==> config.mk <==
export PLATFORM = sky130hd
export DESIGN_NAME = mul4bit_seq_flat
export DESIGN_NICKNAME = d
export VERILOG_FILES = /design/src/rtl/mul4bit_seq_if.sv /design/src/rtl/mul4bit_seq.sv /design/src/flat_wrapper.sv
export SDC_FILE = /design/constraint.sdc
export NUM_CORES = 1
export LEC_CHECK = 0
export CAP_MARGIN = 15
export CORE_MARGIN = 4
export CORE_UTILIZATION = 53
export DETAILED_ROUTE_END_ITERATION = 12
export GPL_ROUTABILITY_DRIVEN = 0
export GPL_TIMING_DRIVEN = 0
export PLACE_DENSITY = 0.78
export RECOVER_POWER = 25
export SYNTH_ARGS = -nofsm -noshare
export SYNTH_HDL_FRONTEND = slang
export SYNTH_SLANG_ARGS = --single-unit
==> constraint.sdc <==
create_clock -name clk -period 2.8 [get_ports clk]
set_input_delay 0.56 -clock clk [delete_from_list [all_inputs] [get_ports clk]]
set_output_delay 0.56 -clock clk [all_outputs]
set_load 0.005 [all_outputs]
==> src/rtl/mul4bit_seq_if.sv <==
// mul4bit_seq_if: request operands and registered result/handshake for mul4bit_seq.
interface mul4bit_seq_if;
    logic       start;
    logic [3:0] A;
    logic [3:0] B;
    logic [3:0] R;
    logic [7:0] Product;
    logic       Overflow;
    logic       Busy;
    logic       Done;
    modport master (output start, A, B, R, input Product, Overflow, Busy, Done);
    modport slave  (input start, A, B, R, output Product, Overflow, Busy, Done);
endinterface

==> src/rtl/mul4bit_seq.sv <==
// mul4bit_seq: 4x4 shift-and-add multiplier, 4 steps per operation.
// Define RECON_ADD_EN to seed the accumulator with R (Product = A*B + R).
module mul4bit_seq (
    input logic          clk,
    input logic          rst,
    mul4bit_seq_if.slave bus
);
    typedef enum logic [1:0] {IDLE, CALC, DONE} state_t;
    state_t     state, state_nx;
    logic [7:0] acc, acc_nx, init;
    logic [3:0] a_l, b_l;
    logic [1:0] count;
`ifdef RECON_ADD_EN
    assign init = {4'b0, bus.R};
`else
    assign init = 8'h00;
`endif
    assign bus.Busy = state == CALC;
    assign bus.Done = state == DONE;
    always_ff @(posedge clk or posedge rst)
        if (rst) state <= IDLE;
        else     state <= state_nx;
    always_comb begin
        state_nx = state;
        if (state == IDLE && bus.start) state_nx = CALC;
        else if (state == CALC && count == 2'd3) state_nx = DONE;
        else if (state == DONE) state_nx = IDLE;
        acc_nx = acc + (b_l[count] ? ({4'b0, a_l} << count) : 8'h00);
    end
    always_ff @(posedge clk or posedge rst)
        if (rst) begin
            acc          <= 8'h00;
            count        <= 2'd0;
            a_l          <= 4'h0;
            b_l          <= 4'h0;
            bus.Product  <= 8'h00;
            bus.Overflow <= 1'b0;
        end else if (state == IDLE && bus.start) begin
            a_l   <= bus.A;
            b_l   <= bus.B;
            acc   <= init;
            count <= 2'd0;
        end else if (state == CALC) begin
            acc   <= acc_nx;
            count <= count + 2'd1;
            if (count == 2'd3) begin
                bus.Product  <= acc_nx;
                bus.Overflow <= |acc_nx[7:4];
            end
        end
endmodule

==> src/flat_wrapper.sv <==
// flat-port wrapper written by rule: the top's interface ports become plain ports
module mul4bit_seq_flat 
  (clk, rst, bus_start, bus_A, bus_B, bus_R, bus_Product, bus_Overflow, bus_Busy, bus_Done);
  mul4bit_seq_if bus_i ();
  input logic clk;
  input logic rst;
  input wire logic [$bits(bus_i.start)-1:0] bus_start;
  input wire logic [$bits(bus_i.A)-1:0] bus_A;
  input wire logic [$bits(bus_i.B)-1:0] bus_B;
  input wire logic [$bits(bus_i.R)-1:0] bus_R;
  output wire logic [$bits(bus_i.Product)-1:0] bus_Product;
  output wire logic [$bits(bus_i.Overflow)-1:0] bus_Overflow;
  output wire logic [$bits(bus_i.Busy)-1:0] bus_Busy;
  output wire logic [$bits(bus_i.Done)-1:0] bus_Done;
  assign bus_i.start = bus_start;
  assign bus_i.A = bus_A;
  assign bus_i.B = bus_B;
  assign bus_i.R = bus_R;
  assign bus_Product = bus_i.Product;
  assign bus_Overflow = bus_i.Overflow;
  assign bus_Busy = bus_i.Busy;
  assign bus_Done = bus_i.Done;
  mul4bit_seq u_core (.clk(clk), .rst(rst), .bus(bus_i));
endmodule
==> run_results.csv, run 1 <==
group,metric,value,unit
logic_synthesis,synth_edf_count,0,
floorplan,core,2830,sq um
placed_design,hpwl,2270,um
logic_synthesis,synth_top_family_by_area,"compound AO/OA/AOI/OAI gates",
final_layout,fillCellCount,231,
setup_path,cp_max_fo,10,
pwr,power.density,1170,nW/um^2
clocking,cts_setup_buffers,0,
logic_synthesis,synth_fa_ha_area_share,7.48,%
global_route,grt_pass1_vias,1198,
logic_synthesis,syn_area,1610,sq um
detailed_routing,wl,3060,um
sta,slew_headroom,46.6,%
pwr,p_leak,0.843,nW
clocking,insertion_delay,330,ps
clocking,clock-root-buffer,"clkbuf_4",
logic_synthesis,yosys.area_share.simple,12.5,%
sta,setup_viol,0,
clocking,cts.clk_slew.worst_paths,90,ps
floorplan,rows,19,
sta,min_period_over_period,93.9,%
global_route,grt_pass1_wl,5360,um
setup_path,worstPathCellList,"clkbuf_2, nor3_1, ha_1, inv_1, fa_1, nand2b_1, a21oi_1, nor4b_1, a211oi_2, a31oi_1",
final_layout,nets,200,
floorplan,fp.dieArea,3980,sq um
setup_path,worstSetupEndpointType,"flop",
placed_design,pre_cts_slack,140,ps
setup_path,cp_num_buf_inv,2,
detailed_routing,drt_iter0_markers,87,
pwr,p_sw,0.918,mW
logic_synthesis,postSynthAreaPerCell,10.9,sq um
floorplan,fp.dieH,63.1,um
logic_synthesis,synthFlopType,"dfrtp_1",
logic_synthesis,yosysWarningCount,0,
pwr,combPwrFrac,55.5,%
setup_path,cp.required,3010,ps
clocking,cts_tree,"done",
final_layout,layout-drive-gt1-share,19.2,%
outcome,outcome,"finished, final reports clean",
setup_path,arrival,2840,ps
clocking,cts_buffer_depth,2,
setup_path,worstSetupPathType,"flop to flop",
sta,fin_setup_tns,0,ps
sta,max_freq,380,MHz
final_layout,n_antenna_cell,0,
sta,fin_skew,7.86,ps
floorplan,initial_core_util,56.8,%
detailed_routing,via_per_inst,5.70,
hold_path,hold_class,"flop to flop",
logic_synthesis,synth-compound-area-share,18.4,%
setup_path,cp_top_family,"adder cells",
pwr,clkPwrFrac,10.8,%
final_layout,area_growth,18.8,%
pwr,power_frac_seq,33.7,%
pwr,switching_share,41.1,%
clocking,h-tree-depth,2,
sta,period_minus_slack,2630,ps
setup_path,critPathLaunchType,"flop",
logic_synthesis,synth.net_count,171,
pwr,vdd_ir_drop_max,621,uV
sta,worstMarginPinSlew,800,ps
detailed_routing,wire_per_inst,14.7,um
global_route,grt_max_degree,30,
clocking,cts_buffers,5,
floorplan,io_pins,26,
detailed_routing,vias,1185,
sta,slew_viol_final,0,
global_route,antenna_found_initial,0,
logic_synthesis,yosysSeqAreaShare,45.2,%
logic_synthesis,async_flop_share,100,%
sta,rsz0062_at_grt,"no",
sta,hold_violations,0,
clocking,cts_sinks,29,
final_layout,final_core_util,67.5,%
detailed_routing,route.detailed.drc,0,
detailed_routing,drtPass1Iterations,4,
logic_synthesis,synthXorXnorAreaFrac,2.65,%
pwr,internal-power,1.32,mW
floorplan,fp.dieW,63.1,um
flow_run,cap_violations,0,
setup_path,critPathMaxStageDelay,470,ps
sta,fin_ws,169,ps
logic_synthesis,synth_mux_area_share,10.4,%
logic_synthesis,syn_inst,147,
global_route,grtUsageTotal,17.4,%
placed_design,io_buffers,21,
logic_synthesis,yosys_register_bits,29,
detailed_routing,drtAntennaViolNets,0,
logic_synthesis,synth.distinct_cells,44,
global_route,overflow,0,
setup_path,cpMaxStageDelayCell,"dfrtp_1",
-- sequential cells by signal, summed over array words and instances (netlist names) --
name,cells
u_core.bus.Product,8
u_core.b_l,4
u_core.acc,8
u_core.state,2
u_core.bus.Overflow,1
u_core.count,2
u_core.a_l,4
-- worst paths after layout --
kind	from	end	slack (ps)	cells after the start
worst max-delay path	u_core.count[0]	u_core.bus.Overflow	170	10
worst min-delay path	u_core.bus.Product[3]	u_core.bus.Product[3]	480	2
worst max register to register	u_core.count[0]	u_core.bus.Overflow	170	10
worst min register to register	u_core.bus.Product[3]	u_core.bus.Product[3]	480	2
max in group asynchronous	rst	u_core.count[0]	1000	3
min in group asynchronous	rst	u_core.state[1]	690	2
-- power by group through the flow --
stage                     clock network (mW)  registers [mW]  logic (mW)
final                                  0.241           0.752        1.24
after global routing                   0.273           0.780        1.40
after CTS                              0.246           0.753        1.25
after detailed placement                   0           0.762        1.24
after global placement                     0           0.749        1.20
after floorplan                            0           0.728       0.917
-- routing by layer --
| layer | up-vias | track usage, % | wire (um) |
|---|---|---|---|
| met3 | 5 | 5.68 | 166 |
| met1 | 563 | 21.1 | 1320 |
| met2 | 28 | 27.8 | 1510 |
| li1 | 589 | - | - |
| met5 | - | 0 | 0 |
| met4 | 0 | 7.99 | 60 |
-- logic make-up after synthesis --
family          count (synthesis)
compound gates                 42
simple gates                   38
flops                          29
mux                            14
buf+inv                        11
fa+ha+maj                       9
xor+xnor                        4
-- cell usage after synthesis (2+ instances only) --
cell / count / area [sq um]
inv_1: 5 / 18.8
xor2_1: 3 / 26.3
mux2_2: 12 / 135
nand2_1: 17 / 63.8
inv_2: 2 / 7.51
and2_1: 3 / 18.8
nor3_1: 2 / 10.0
a211oi_2: 2 / 25.0
a21oi_1: 8 / 40.0
dfrtp_1: 29 / 726
ha_1: 8 / 100
nand3b_1: 2 / 15.0
a21o_1: 2 / 15.0
o21ai_1: 2 / 10.0
nor2_1: 4 / 15.0
nand3_1: 2 / 10.0
a22o_1: 3 / 26.3
o21ai_0: 15 / 75.1
-- tightest hold or removal path: cells and delay by family (launching register included) --
family / cells / cell delay (ps)
AND/OR/NAND/NOR: 1 / 40
flip-flops: 1 / 350
AO/OA/AOI/OAI: 1 / 60
-- per-stage QoR --
stage	hold slack (ps)	total power [mW]	std cells	instance area, sq um
final	482	2.23	208	1910
after global routing	505	2.45	208	1910
after CTS	488	2.25	207	1900
after detailed placement	469	2.00	199	1860
after global placement	461	1.95	199	1860
after floorplan	456	1.64	147	1610
-- repair_timing --
| action | CTS | global route |
|---|---|---|
| hold endpoints to repair | 0 | 0 |
| endpoints found under the setup margin | 0 | 2 |
| gates resized for setup | 0 | 2 |
| hold buffers | 0 | 0 |
-- cell usage in the layout, fill, tap and decap left out, types with 3 or more instances in the layout --
| cell | count |
|---|---|
| dfrtp_1 | 29 |
| nand2_1 | 17 |
| clkbuf_1 | 4 |
| ha_1 | 8 |
| a22o_1 | 3 |
| o21ai_0 | 15 |
| xor2_1 | 3 |
| a21oi_1 | 8 |
| and2_1 | 3 |
| mux2_2 | 12 |
| inv_1 | 6 |
| clkdlybuf4s50_1 | 20 |
| clkbuf_4 | 5 |
| nor2_1 | 4 |
-- final cells by class --
cell class	count	area (sq um)	share of cell area, %
repair buffers	22	214	11.2
inverters	7	26.3	1.38
flip-flops and latches	29	726	38.0
multi-input cells	107	827	43.3
well taps	31	38.8	2.03
plain buffers	4	28.8	1.51
clock buffers	8	48.8	2.56
No activity file was read; power rests on OpenSTA's default activity.
==> run 2: changes to the inputs <==
--- a/config.mk
+++ b/config.mk
@@ -5,6 +5,7 @@
 export SDC_FILE = /design/constraint.sdc
 export NUM_CORES = 1
 export LEC_CHECK = 0
+export ABC_AREA = 1
 export CAP_MARGIN = 15
 export CORE_MARGIN = 4
 export CORE_UTILIZATION = 53
==> run 2 against run 1 <==
  * Fmax is 7.7% higher
  * Sequential power shrank 1%
  * Utilization is 0.45 points higher
  * Sequential share of layout area down 0.56 points
  * Register-to-register slack better by 190 ps
  * Clock power is 8% higher
  * Critical path type unchanged
==> run_results.csv, run 2 <==
group,metric,value,unit
logic_synthesis,async_flop_share,100,%
setup_path,arrival,2660,ps
detailed_routing,via_per_inst,5.08,
clocking,cts_setup_buffers,0,
global_route,grt_max_degree,30,
final_layout,layout-drive-gt1-share,11.2,%
logic_synthesis,syn_inst,203,
clocking,h-tree-depth,2,
floorplan,core,2850,sq um
global_route,antenna_found_initial,0,
logic_synthesis,synth.net_count,227,
final_layout,instances_no_fill,263,
global_route,grt_pass1_vias,1252,
detailed_routing,drt_iter0_markers,54,
floorplan,fp.dieArea,4040,sq um
clocking,postCtsResizedCells,0,
setup_path,r2r_cells,16,
floorplan,rows,19,
hold_path,holdPathStages,2,
pwr,combPwrFrac,56.6,%
hold_path,hold_start,"u_core.bus.Product[1]",
final_layout,final_core_util,67.9,%
clocking,clock-root-buffer,"clkbuf_4",
placed_design,dp.cells,255,
sta,fin_setup_tns,0,ps
logic_synthesis,synthFlopType,"dfrtp_1",
setup_path,cp_max_fo,8,
setup_path,critPathMaxStageDelay,470,ps
clocking,insertion_delay,330,ps
clocking,hold_buffers,0,
pwr,p_leak,1.01,nW
logic_synthesis,synth.top_cell.area_share,44.3,%
logic_synthesis,yosys.area.top_type,"dfrtp_1",
detailed_routing,vias,1336,
pwr,vdd_ir_drop_max,601,uV
setup_path,worstPathCellList,"a21oi_1, o21ai_0, nor3_1, ha_1, inv_1, fa_1, inv_1, nand2_1, nand2_1, nand3_1, nand2_1, nand2_1, nand2_1, nand2_1, nor2_1, nor2_1",
pwr,clkPwrFrac,11.3,%
placed_design,hpwl,2400,um
global_route,overflow,0,
logic_synthesis,synth_edf_count,0,
setup_path,cp_top_family,"simple AND/OR/NAND/NOR gates",
floorplan,fp.dieW,63.6,um
sta,max_freq,409,MHz
logic_synthesis,syn_area,1640,sq um
final_layout,n_antenna_cell,0,
setup_path,cpMaxStageDelayCell,"dfrtp_1",
final_layout,nets,256,
detailed_routing,route.detailed.drc,0,
floorplan,initial_core_util,57.4,%
logic_synthesis,yosysSeqAreaShare,44.3,%
sta,period_minus_slack,2440,ps
sta,hold_violations,0,
setup_path,worstSetupEndpointType,"flop",
logic_synthesis,yosysMostFrequentCell,"nand2_1",
placed_design,io_buffers,21,
pwr,p_sw,1.03,mW
pwr,power.density,1190,nW/um^2
setup_path,r2r-start,"u_core.count[0]",
final_layout,reg_top3,"u_core.acc (8), u_core.bus.Product (8)",
final_layout,final_cell_mix,"nand2_1 (57), inv_1 (29), dfrtp_1 (29), o21ai_0 (20), clkdlybuf4s50_1 (20)",
pwr,internal-power,1.27,mW
sta,fin_skew,13.5,ps
pwr,power_frac_seq,32.1,%
flow_run,cap_violations,0,
sta,min_period_over_period,87.3,%
setup_path,cp.required,3020,ps
outcome,outcome,"finished, final reports clean",
sta,slew_viol_final,0,
setup_path,cpMostUsedCell,"nand2_1",
clocking,cts_tree,"done",
setup_path,critPathLaunchType,"flop",
detailed_routing,drtPass1Iterations,4,
sta,worstMarginPinSlew,834,ps
logic_synthesis,ys_top_cells_by_count,"nand2_1 (56), dfrtp_1 (29), inv_1 (29), o21ai_0 (20), nor2_1 (14)",
setup_path,r2r_setup_slack,360,ps
sta,setup_viol,0,
detailed_routing,drtAntennaViolNets,0,
setup_path,worstSetupPathType,"flop to flop",
logic_synthesis,postSynthAreaPerCell,8.07,sq um
clocking,cts.clk_slew.worst_paths,90,ps
sta,slew_headroom,44.4,%
logic_synthesis,yosys-top-cells-area,"dfrtp_1 (44%), nand2_1 (13%), inv_1 (6.6%)",
global_route,grt_pass1_wl,5400,um
pwr,switching_share,44.8,%
final_layout,final_common_cell,"nand2_1",
final_layout,area_growth,18.3,%
global_route,grtUsageTotal,17.2,%
clocking,cts_sinks,29,
hold_path,hold_path_end,"u_core.bus.Product[1]",
clocking,cts_buffer_depth,2,
detailed_routing,wire_per_inst,12.0,um
setup_path,rr_endpoint,"u_core.bus.Overflow",
logic_synthesis,yosys_register_bits,29,
detailed_routing,wl,3160,um
sta,rsz0062_at_grt,"no",
logic_synthesis,synth.distinct_cells,25,
clocking,cts_buffers,5,
floorplan,fp.dieH,63.6,um
hold_path,hold_class,"flop to flop",
floorplan,io_pins,26,
setup_path,cp_num_buf_inv,2,
logic_synthesis,yosysWarningCount,0,
[run 2: cell types whose count changed after synthesis, sizes merged, moves of 3 or more]
cell   before  now
a22o        4    0
mux2       12    3
o21ai      19   27
nor2        4   17
and2        3    0
xor2        4    0
nand2      18   58
a21oi       8    5
a21o        3    0
inv         7   34
nand3       2    9
[run 2: cell families (layout without fill, tap and decap cells)]
| group | Yosys count | after routing | share of synthesized area [%] |
|---|---|---|---|
| AOI/OAI and AO/OA | 35 | 35 | 12.5 |
| adders and majority gates | 9 | 9 | 7.33 |
| buffers and inverters | 37 | 66 | 9.09 |
| DFF | 29 | 29 | 44.3 |
| muxes | 3 | 3 | 2.06 |
| and+or+nand+nor | 90 | 90 | 24.8 |
[run 2: worst max path at each step]
stage / from / end / slack (ps) / cells past startpoint
after floorplan: u_core.count[0] / u_core.bus.Overflow / 670 / 16
after global placement: u_core.count[0] / u_core.bus.Overflow / 410 / 16
after detailed placement: u_core.count[0] / u_core.bus.Overflow / 380 / 16
after CTS: u_core.count[0] / u_core.bus.Overflow / 350 / 16
after global routing: u_core.count[0] / u_core.bus.Overflow / 70 / 16
final: u_core.count[0] / u_core.bus.Overflow / 360 / 16
[run 2: worst min-delay path, cell delays in order (launching register included)]
cell and delay, ps:
dfrtp_1 350, nand2_1 60, o21ai_2 40
[run 2: area by class of cell]
class	instances	area, sq um
fillers	245	915
inverters	34	128
plain buffers	3	21.3
multi-input cells	137	756
repair buffers	22	214
clock buffers	7	55.1
well taps	31	38.8
flip-flops and latches	29	726
[run 2: stage by stage]
stage / power [mW] / worst slack (ps) / hold slack [ps] / instance area, sq um
final: 2.31 / 357 / 488 / 1940
after global routing: 2.55 / 72.8 / 519 / 1940
after CTS: 2.34 / 349 / 490 / 1940
after detailed placement: 2.07 / 385 / 469 / 1890
after global placement: 2.02 / 405 / 462 / 1890
after floorplan: 1.69 / 667 / 459 / 1640
[run 2: layer usage]
metal / GRT usage, % / part of all wire (%) / vias to the layer above
met5: 0 / 0 / -
met4: 9.16 / 2.5 / 0
met3: 4.97 / 5.1 / 11
met2: 28.8 / 48 / 29
met1: 19.8 / 45 / 594
li1: - / - / 702
[run 2: power groups by stage]
stage                     logic, mW  registers (mW)  clock network, mW
final                          1.31           0.741              0.260
after global routing           1.49           0.765              0.296
after CTS                      1.33           0.743              0.266
after detailed placement       1.32           0.750                  0
after global placement         1.28           0.741                  0
after floorplan               0.961           0.727                  0
